### src/rtl/clk_meter_pkg.sv
// Shared definitions for the clock edge meter.
// Holds the FSM state encoding and its width.
package clk_meter_pkg;

    localparam int STATE_W = 2;

    typedef enum logic [STATE_W-1:0] {
        S_IDLE   = 2'd0,
        S_FIRST  = 2'd1,
        S_ACQ    = 2'd2,
        S_LOCKED = 2'd3
    } state_t;

endpackage

### src/rtl/sync_edge_det.sv
// Synchronizer plus registered edge detector for an async level.
// Ports: i_clk_sys/i_rst (sync, active-high), i_async in;
//        o_rise/o_fall one-cycle strobes, o_level synced level.
module sync_edge_det #(
    parameter int SYNC_STAGES = 2
) (
    input  logic i_clk_sys,
    input  logic i_rst,
    input  logic i_async,
    output logic o_rise,
    output logic o_fall,
    output logic o_level
);

    logic [SYNC_STAGES-1:0] sync_q, sync_d;
    logic prev_q, prev_d;
    logic rise_q, rise_d;
    logic fall_q, fall_d;
    logic sync_lvl;

    assign sync_lvl = sync_q[SYNC_STAGES-1];

    always_comb begin
        sync_d = {sync_q[SYNC_STAGES-2:0], i_async};
        prev_d = sync_lvl;
        rise_d = sync_lvl & ~prev_q;
        fall_d = ~sync_lvl & prev_q;
    end

    always_ff @(posedge i_clk_sys) begin
        if (i_rst) begin
            sync_q <= '0;
            prev_q <= 1'b0;
            rise_q <= 1'b0;
            fall_q <= 1'b0;
        end else begin
            sync_q <= sync_d;
            prev_q <= prev_d;
            rise_q <= rise_d;
            fall_q <= fall_d;
        end
    end

    assign o_rise  = rise_q;
    assign o_fall  = fall_q;
    assign o_level = sync_lvl;

endmodule

### src/rtl/clk_edge_meter.sv
// Measures period of a slow async clock, detects lock and loss of input.
// Ports: i_clk_sys, i_rst (sync, active-high), i_clk_in async input;
//        o_rise/o_fall strobes, o_period/o_period_vld, o_locked,
//        o_timeout (sticky until next rise), o_high_time.
// Optional duty measurement: define CLK_EDGE_METER_DUTY_EN.
module clk_edge_meter
    import clk_meter_pkg::*;
#(
    parameter int CNT_WIDTH   = 16,
    parameter int SYNC_STAGES = 2,
    parameter int LOCK_COUNT  = 4,
    parameter int TOL         = 1
) (
    input  logic                 i_clk_sys,
    input  logic                 i_rst,
    input  logic                 i_clk_in,
    output logic                 o_rise,
    output logic                 o_fall,
    output logic [CNT_WIDTH-1:0] o_period,
    output logic                 o_period_vld,
    output logic                 o_locked,
    output logic                 o_timeout,
    output logic [CNT_WIDTH-1:0] o_high_time
);

    localparam int MW = (LOCK_COUNT < 2) ? 1 : $clog2(LOCK_COUNT + 1);
    localparam logic [CNT_WIDTH-1:0] ONES   = '1;
    localparam logic [CNT_WIDTH:0]   TOL_V  = (CNT_WIDTH+1)'(TOL);
    localparam logic [MW-1:0]        LOCK_M = MW'(LOCK_COUNT);

    logic rise, fall, level;

    sync_edge_det #(
        .SYNC_STAGES(SYNC_STAGES)
    ) u_sync (
        .i_clk_sys(i_clk_sys),
        .i_rst    (i_rst),
        .i_async  (i_clk_in),
        .o_rise   (rise),
        .o_fall   (fall),
        .o_level  (level)
    );

    state_t state_q, state_d;
    logic [CNT_WIDTH-1:0] cnt_q, cnt_d;
    logic [CNT_WIDTH-1:0] last_q, last_d;
    logic [CNT_WIDTH-1:0] period_q, period_d;
    logic [MW-1:0]        match_q, match_d;
    logic                 vld_q, vld_d;
    logic                 locked_q, locked_d;
    logic                 timeout_q, timeout_d;
    logic [CNT_WIDTH:0]   abs_diff;
    logic [MW-1:0]        match_inc;
    logic                 is_match;

    // Extra bit keeps the difference from wrapping.
    always_comb begin
        if (cnt_q >= last_q) begin
            abs_diff = {1'b0, cnt_q} - {1'b0, last_q};
        end else begin
            abs_diff = {1'b0, last_q} - {1'b0, cnt_q};
        end
        is_match  = (abs_diff <= TOL_V);
        match_inc = match_q + 1'b1;
    end

    always_comb begin
        cnt_d     = (cnt_q == ONES) ? cnt_q : cnt_q + 1'b1;
        state_d   = state_q;
        last_d    = last_q;
        period_d  = period_q;
        match_d   = match_q;
        vld_d     = 1'b0;
        locked_d  = locked_q;
        timeout_d = timeout_q;
        if (rise) begin
            // A rise on the saturating cycle still counts as a rise.
            cnt_d     = CNT_WIDTH'(1);
            timeout_d = 1'b0;
            unique case (state_q)
                S_IDLE: begin
                    state_d = S_FIRST;
                end
                S_FIRST: begin
                    period_d = cnt_q;
                    vld_d    = 1'b1;
                    last_d   = cnt_q;
                    match_d  = '0;
                    state_d  = S_ACQ;
                end
                S_ACQ: begin
                    period_d = cnt_q;
                    vld_d    = 1'b1;
                    last_d   = cnt_q;
                    if (is_match) begin
                        match_d = match_inc;
                        if (match_inc == LOCK_M) begin
                            state_d  = S_LOCKED;
                            locked_d = 1'b1;
                        end
                    end else begin
                        match_d = '0;
                    end
                end
                S_LOCKED: begin
                    period_d = cnt_q;
                    vld_d    = 1'b1;
                    last_d   = cnt_q;
                    if (!is_match) begin
                        state_d  = S_ACQ;
                        locked_d = 1'b0;
                        match_d  = '0;
                    end
                end
                default: state_d = S_IDLE;
            endcase
        end else if (cnt_q == ONES && state_q != S_IDLE) begin
            timeout_d = 1'b1;
            locked_d  = 1'b0;
            match_d   = '0;
            state_d   = S_IDLE;
        end
    end

    always_ff @(posedge i_clk_sys) begin
        if (i_rst) begin
            state_q   <= S_IDLE;
            cnt_q     <= '0;
            last_q    <= '0;
            period_q  <= '0;
            match_q   <= '0;
            vld_q     <= 1'b0;
            locked_q  <= 1'b0;
            timeout_q <= 1'b0;
        end else begin
            state_q   <= state_d;
            cnt_q     <= cnt_d;
            last_q    <= last_d;
            period_q  <= period_d;
            match_q   <= match_d;
            vld_q     <= vld_d;
            locked_q  <= locked_d;
            timeout_q <= timeout_d;
        end
    end

`ifdef CLK_EDGE_METER_DUTY_EN
    logic [CNT_WIDTH-1:0] hi_q, hi_d;
    logic [CNT_WIDTH-1:0] high_q, high_d;
    logic                 armed_q, armed_d;
    logic                 to_idle;

    assign to_idle = (state_d == S_IDLE) && (state_q != S_IDLE);

    always_comb begin
        hi_d    = (hi_q == ONES) ? hi_q : hi_q + 1'b1;
        high_d  = high_q;
        armed_d = armed_q;
        if (rise) begin
            hi_d    = CNT_WIDTH'(1);
            armed_d = 1'b1;
        end else if (to_idle) begin
            armed_d = 1'b0;
        end
        // A fall without a preceding rise has no valid start point.
        if (fall && armed_q) begin
            high_d = hi_q;
        end
    end

    always_ff @(posedge i_clk_sys) begin
        if (i_rst) begin
            hi_q    <= '0;
            high_q  <= '0;
            armed_q <= 1'b0;
        end else begin
            hi_q    <= hi_d;
            high_q  <= high_d;
            armed_q <= armed_d;
        end
    end

    assign o_high_time = high_q;
`else
    assign o_high_time = '0;
`endif

    assign o_rise       = rise;
    assign o_fall       = fall;
    assign o_period     = period_q;
    assign o_period_vld = vld_q;
    assign o_locked     = locked_q;
    assign o_timeout    = timeout_q & ~level | timeout_q & level;

endmodule

### config.mk
export PLATFORM = sky130hd
export DESIGN_NAME = clk_edge_meter
export DESIGN_NICKNAME = d
export VERILOG_FILES = /design/src/rtl/clk_meter_pkg.sv /design/src/rtl/sync_edge_det.sv /design/src/rtl/clk_edge_meter.sv
export SDC_FILE = /design/constraint.sdc
export NUM_CORES = 1
export LEC_CHECK = 0
export ABC_CLOCK_PERIOD_IN_PS = 4700
export CAP_MARGIN = 5
export CORE_ASPECT_RATIO = 1.25
export CORE_MARGIN = 4
export CORE_UTILIZATION = 57
export DETAILED_ROUTE_END_ITERATION = 6
export GPL_TIMING_DRIVEN = 1
export PLACE_DENSITY = 0.9
export SYNTH_ARGS = -nofsm -noshare
export SYNTH_HDL_FRONTEND = slang
export SYNTH_HIERARCHICAL = 1
export SYNTH_SLANG_ARGS = --single-unit
### constraint.sdc
create_clock -name i_clk_sys -period 4.7 [get_ports i_clk_sys]
set_clock_uncertainty 0.1 [all_clocks]
set_input_delay 1.175 -clock i_clk_sys [delete_from_list [all_inputs] [get_ports i_clk_sys]]
set_output_delay 1.175 -clock i_clk_sys [all_outputs]
set_load 0.01 [all_outputs]
* Word-level counts from Yosys, hierarchy flattened
Cells that the tools add are included.
** Storage, ports and cells
- ROM bits :: 0
- Flip-flop bits (word level) :: 45
- Output and inout port bits :: 37
- Word-level logic and storage cells :: 69
- RAM bits :: 0
- Latch bits :: 0
- Input bits :: 3
- Memories kept :: 0
** Operators by class
- Add/sub/neg operators :: 4
- Divide/modulo/power cells :: 0
- Multiplexer cells :: 21
- Bitwise operators :: 8
- Order comparisons :: 2
- Reductions and logical operators :: 11
- Shift operators :: 0
- Eq/ne operators :: 11
- Multipliers :: 0
** Operators by type and width (number)
- 16-bit by 16-bit subtractor with 17-bit output :: 2
- 17-bit by 1-bit less-or-equal comparator with 1-bit output (second input constant) :: 1
- 17-bit two-way mux :: 1
- 16-bit by 1-bit adder with 16-bit output (second input constant) :: 1
- 16-bit equality test (second input constant) :: 1
- 16-bit >= comparator :: 1
- 3-bit two-way mux :: 4
- 3-bit inequality test (second input constant) :: 4
- 2-bit two-way mux :: 5
- 3-bit one-hot mux with 3 select lines :: 1
- 1-bit two-way mux :: 8
- 2-bit one-hot mux with 4 select lines :: 1
- 5-bit AND reduction :: 1
- 1-bit bitwise AND :: 4
- 2-bit equality test (second input constant) :: 2
- 4-bit inequality test (second input constant) :: 1
- 4-bit AND reduction :: 1
- 2-bit nonzero test :: 2
- 2-bit OR reduction :: 2
- 3-bit by 1-bit adder with 3-bit output (second input constant) :: 1
- 3-bit equality test (second input constant) :: 1
- 1-bit inverter :: 3
- 3-bit AND reduction :: 1
- 3-bit OR reduction :: 1
- 7 further kinds :: 7

* Depth between registers and ports, before layout
- Depth in word-level cells :: 6
- Depth in mapped cells :: 13
- Depth with buffers taken out :: 13

* Hierarchy
The synthesis kept the hierarchy.
** By module, submodules not included
- clk_edge_meter :: sequential area each 800.8 µm², times used 1, cells each 494, area each 3639.7 µm²
- sync_edge_det :: sequential area each 100.1 µm², times used 1, cells each 10, area each 133.9 µm²

* Least setup slack after synthesis
Ideal clock, no wire load.
- Path type :: reg2reg
- Start point :: register o_period[3] (netlist name)
- End point :: register match_q[0]
- Path slack :: 1255 ps
- Buffers on the path :: 1
- Period minus slack after synthesis :: 3445 ps
- Cell stages (with the launch flop) :: 13
- Arrival time :: 3249 ps
- Required time :: 4505 ps
- Setup time :: 95 ps
- Path through :: dfxtp_1 > inv_1 > ha_1 > buf_6 > nand2_4 > o41a_1 > o221a_1 > o211ai_4 > or3b_1 > a211o_1 > a22oi_4 > nand3_2 > o311ai_1
** RTL lines
- to (signal assigned) :: RTL line clk_edge_meter.sv:140 : match_q <= match_d;
- to (decl) :: RTL line clk_edge_meter.sv:48 : logic [MW-1:0] match_q, match_d;

==> impl_results.md <==
* Clk_lat worst skew at 0.30 ns
* Critical path arrival at 4.05 ns
* Area Overhead vs Synth at 7.86%
* Hold Crit Class: register to register
* Status: completed
* Flops & latches, synth at 45
* Maxcap violations at 0
* Largest area contributor in the netlist: dfxtp_1
* CTS H-tree lvls at 2
* Die width at 80.8 um
* Synth warnings at 6
* DRT Pass-1 Iters at 5
* WL/cell at 16.1 um
* Die area at 0.00799 mm^2
* Worst-Margin Slew at 0.572 ns
* Relative max-transition margin at 0.616
* WS Path Type: register to register
* Fin crit share at 0.841
* Final ANT Viol Nets at 0
* Post-DP HPWL at 7340 um
* Crit path time final at 3.95 ns
* Layout net count at 549
* RD Place Congestion at 0.952
* Cells after synthesis at 504
* Primary FF master, synth: dfxtp_1
* Clock sinks at 45
* RSZ-0062 raised after global routing: false
* DR DRC count at 0
* Via count at 3652
* Cts bufs inserted at 5
* Setup_tns at 0 ns
* Number of global-route vias before repair at 3459
* Pwr dens at 215 mW/mm^2
* CP max-delay cell: ha_1
* Async S/R FF share, synth at 0
* Io pins at 40
* Top cells by area, synth: dfxtp_1, ha_1, a21oi_1, nand2_1, inv_1
* Seq/Total Area, Yosys at 0.239
* Synth cell types at 65
* F_max at 253 MHz
* Setup crit end kind: register
* Number of DRC markers in iteration 0 at 308
* Post-synth top area share at 0.239
* Multi-input logic area at 0.00254 mm^2
* Post-Syn Area at 0.00377 mm^2
* Layout cell share with drive strength beyond 1 at 0.0451
* CP Cell Sequence: inv_1 -> ha_1 -> nand2_1 -> o41a_1 -> o221a_1 -> o211ai_4 -> a211oi_2 -> or4_4 -> a211oi_4 -> nand3_2 -> o311ai_1
* CTS Hold Buffers Added at 0
* Post-synth EDFFs at 0
* GR Util All Layers at 0.241
* Crit-path leading delay family: compound AO/OA/AOI/OAI gates
* Hold Fails Final Rpt at 0
* CTS clk-pin slew, worst paths at 0.09 ns
* Starting density of the core at 0.600
* Clock Tree Root: clkbuf_8
* Max Root-Sink Buffers at 2
* Postcts setup bufs at 0
* WP buf/inv at 1
* First-pass GRT wire length at 15600 um
* Leakage at 1.59 nW
* CTS-repair resized insts at 0
* # rows at 32
* Worst vdd rail ir drop at 0.178 mV
* Port Buffers at 23
* Max Transition Viols Final at 0
* Startpoint Class: register
* Die Y at 99.0 um
* Pin count of the biggest net entering global routing at 21
* Fillers at 532
* CTS tree: built
* Post-Syn Area per Cell at 7.49 um^2
* FF/Latch Area at 901 um^2
* Vias per cell at 6.14
* Remaining Overflow, GRT at 0
* N_diodes at 0
* Initial antenna violation count at 0
* Core area at 0.00629 mm^2
* Max incr delay on CP at 0.51 ns
* Final Setup Violations at 0
* Worst-path fanout max at 12
* Utilization after layout at 0.647
* Reg-to-reg slack, setup at 0.75 ns
* Routed wire length at 9590 um
* Worst EP required at 4.80 ns
## cells in the mapped netlist, drive strengths merged, types with 3 or more instances
| library cell | number |
|---|---|
| nand2 | 65 |
| a21oi | 60 |
| dfxtp | 45 |
| inv | 40 |
| ha | 35 |
| nor2 | 34 |
| clkbuf | 23 |
| buf | 20 |
| o21ai | 19 |
| xnor2 | 17 |
| nand4 | 16 |
| nand3 | 14 |
| a211oi | 8 |
| nor3 | 8 |
| a21o | 7 |
| xor2 | 7 |
| nand2b | 6 |
| and3 | 5 |
| mux2i | 5 |
| nor2b | 5 |
| nor4 | 5 |
| nor3b | 4 |
| o311ai | 4 |
| o31ai | 4 |
| a22oi | 3 |
| nand3b | 3 |
| o21a | 3 |
| or2 | 3 |
| or3 | 3 |
## cell families after synthesis
logic type	after synthesis	share of synthesized area
adder cells (fa/ha/maj)	37	0.127
XOR/XNOR	24	0.0557
flip-flops	45	0.239
AND/OR/NAND/NOR	179	0.237
other	1	0.000994
AO/OA/AOI/OAI	130	0.226
buffers and inverters	83	0.102
multiplexers	5	0.0133
## area by class of cell
class	instances	share of cell area
multi-input combinational	391	0.625
sequential	45	0.221
timing repair buffer	26	0.0621
inverter	40	0.0369
tap	85	0.0261
clock buffer	5	0.0169
clock inverter	3	0.0114
## sequential cells by signal, indices dropped and copies added (netlist names)
signal and cells:
cnt_q 16, match_q 3, o_locked 1, o_period 16, o_period_vld 1, state_q 2, timeout_q 1, u_sync/o_fall 1
u_sync/o_rise 1, u_sync/prev_q 1, u_sync/sync_q 2
## power breakdown
part / switching [mW] / internal, mW / total, mW / leakage, nW
Combinational: 0.113 / 0.0737 / 0.186 / 1.17
Sequential: 0.00743 / 0.385 / 0.392 / 0.364
Clock: 0.138 / 0.159 / 0.297 / 0.0543
Total: 0.258 / 0.618 / 0.876 / 1.59
## metrics by stage
step / setup WS (ns) / cells / hold slack, ns / power [mW] / instance area, um^2
finish: 0.745 / 595 / 0.327 / 0.876 / 4070
global route: 0.473 / 595 / 0.351 / 0.912 / 4070
CTS: 0.792 / 595 / 0.332 / 0.876 / 4070
detailed placement: 0.849 / 587 / 0.316 / 0.583 / 3960
global placement: 1.02 / 587 / 0.299 / 0.576 / 3960
floorplan: 1.26 / 519 / 0.287 / 0.554 / 3830
## layer usage
layer | global-route usage | part of all wire | up-vias
li1 | - | - | 1733
met1 | 0.291 | 0.41 | 1723
met2 | 0.413 | 0.49 | 160
met3 | 0.0329 | 0.055 | 36
met4 | 0.120 | 0.038 | 0
met5 | 0 | 0 | -
## final timing paths
| kind | startpoint | cells past startpoint | end |
|---|---|---|---|
| worst min-delay path | u_sync/prev_q | 1 | u_sync/o_rise |
| worst min register to register | u_sync/prev_q | 1 | u_sync/o_rise |
| worst max-delay path | o_period[5] | 11 | match_q[2] |
| worst max register to register | o_period[5] | 11 | match_q[2] |
## cell usage in the layout, fill, tap and decap left out, drive strengths merged, types with 6 or more instances in the layout
master,n
nand2,65
a21oi,60
dfxtp,45
inv,40
ha,35
nor2,34
clkdlybuf4s50,23
o21ai,19
xnor2,17
nand4,16
conb,16
nand3,14
nor3,8
a211oi,8
a21o,7
xor2,7
nand2b,6
Power figures use the tool's default switching activity.
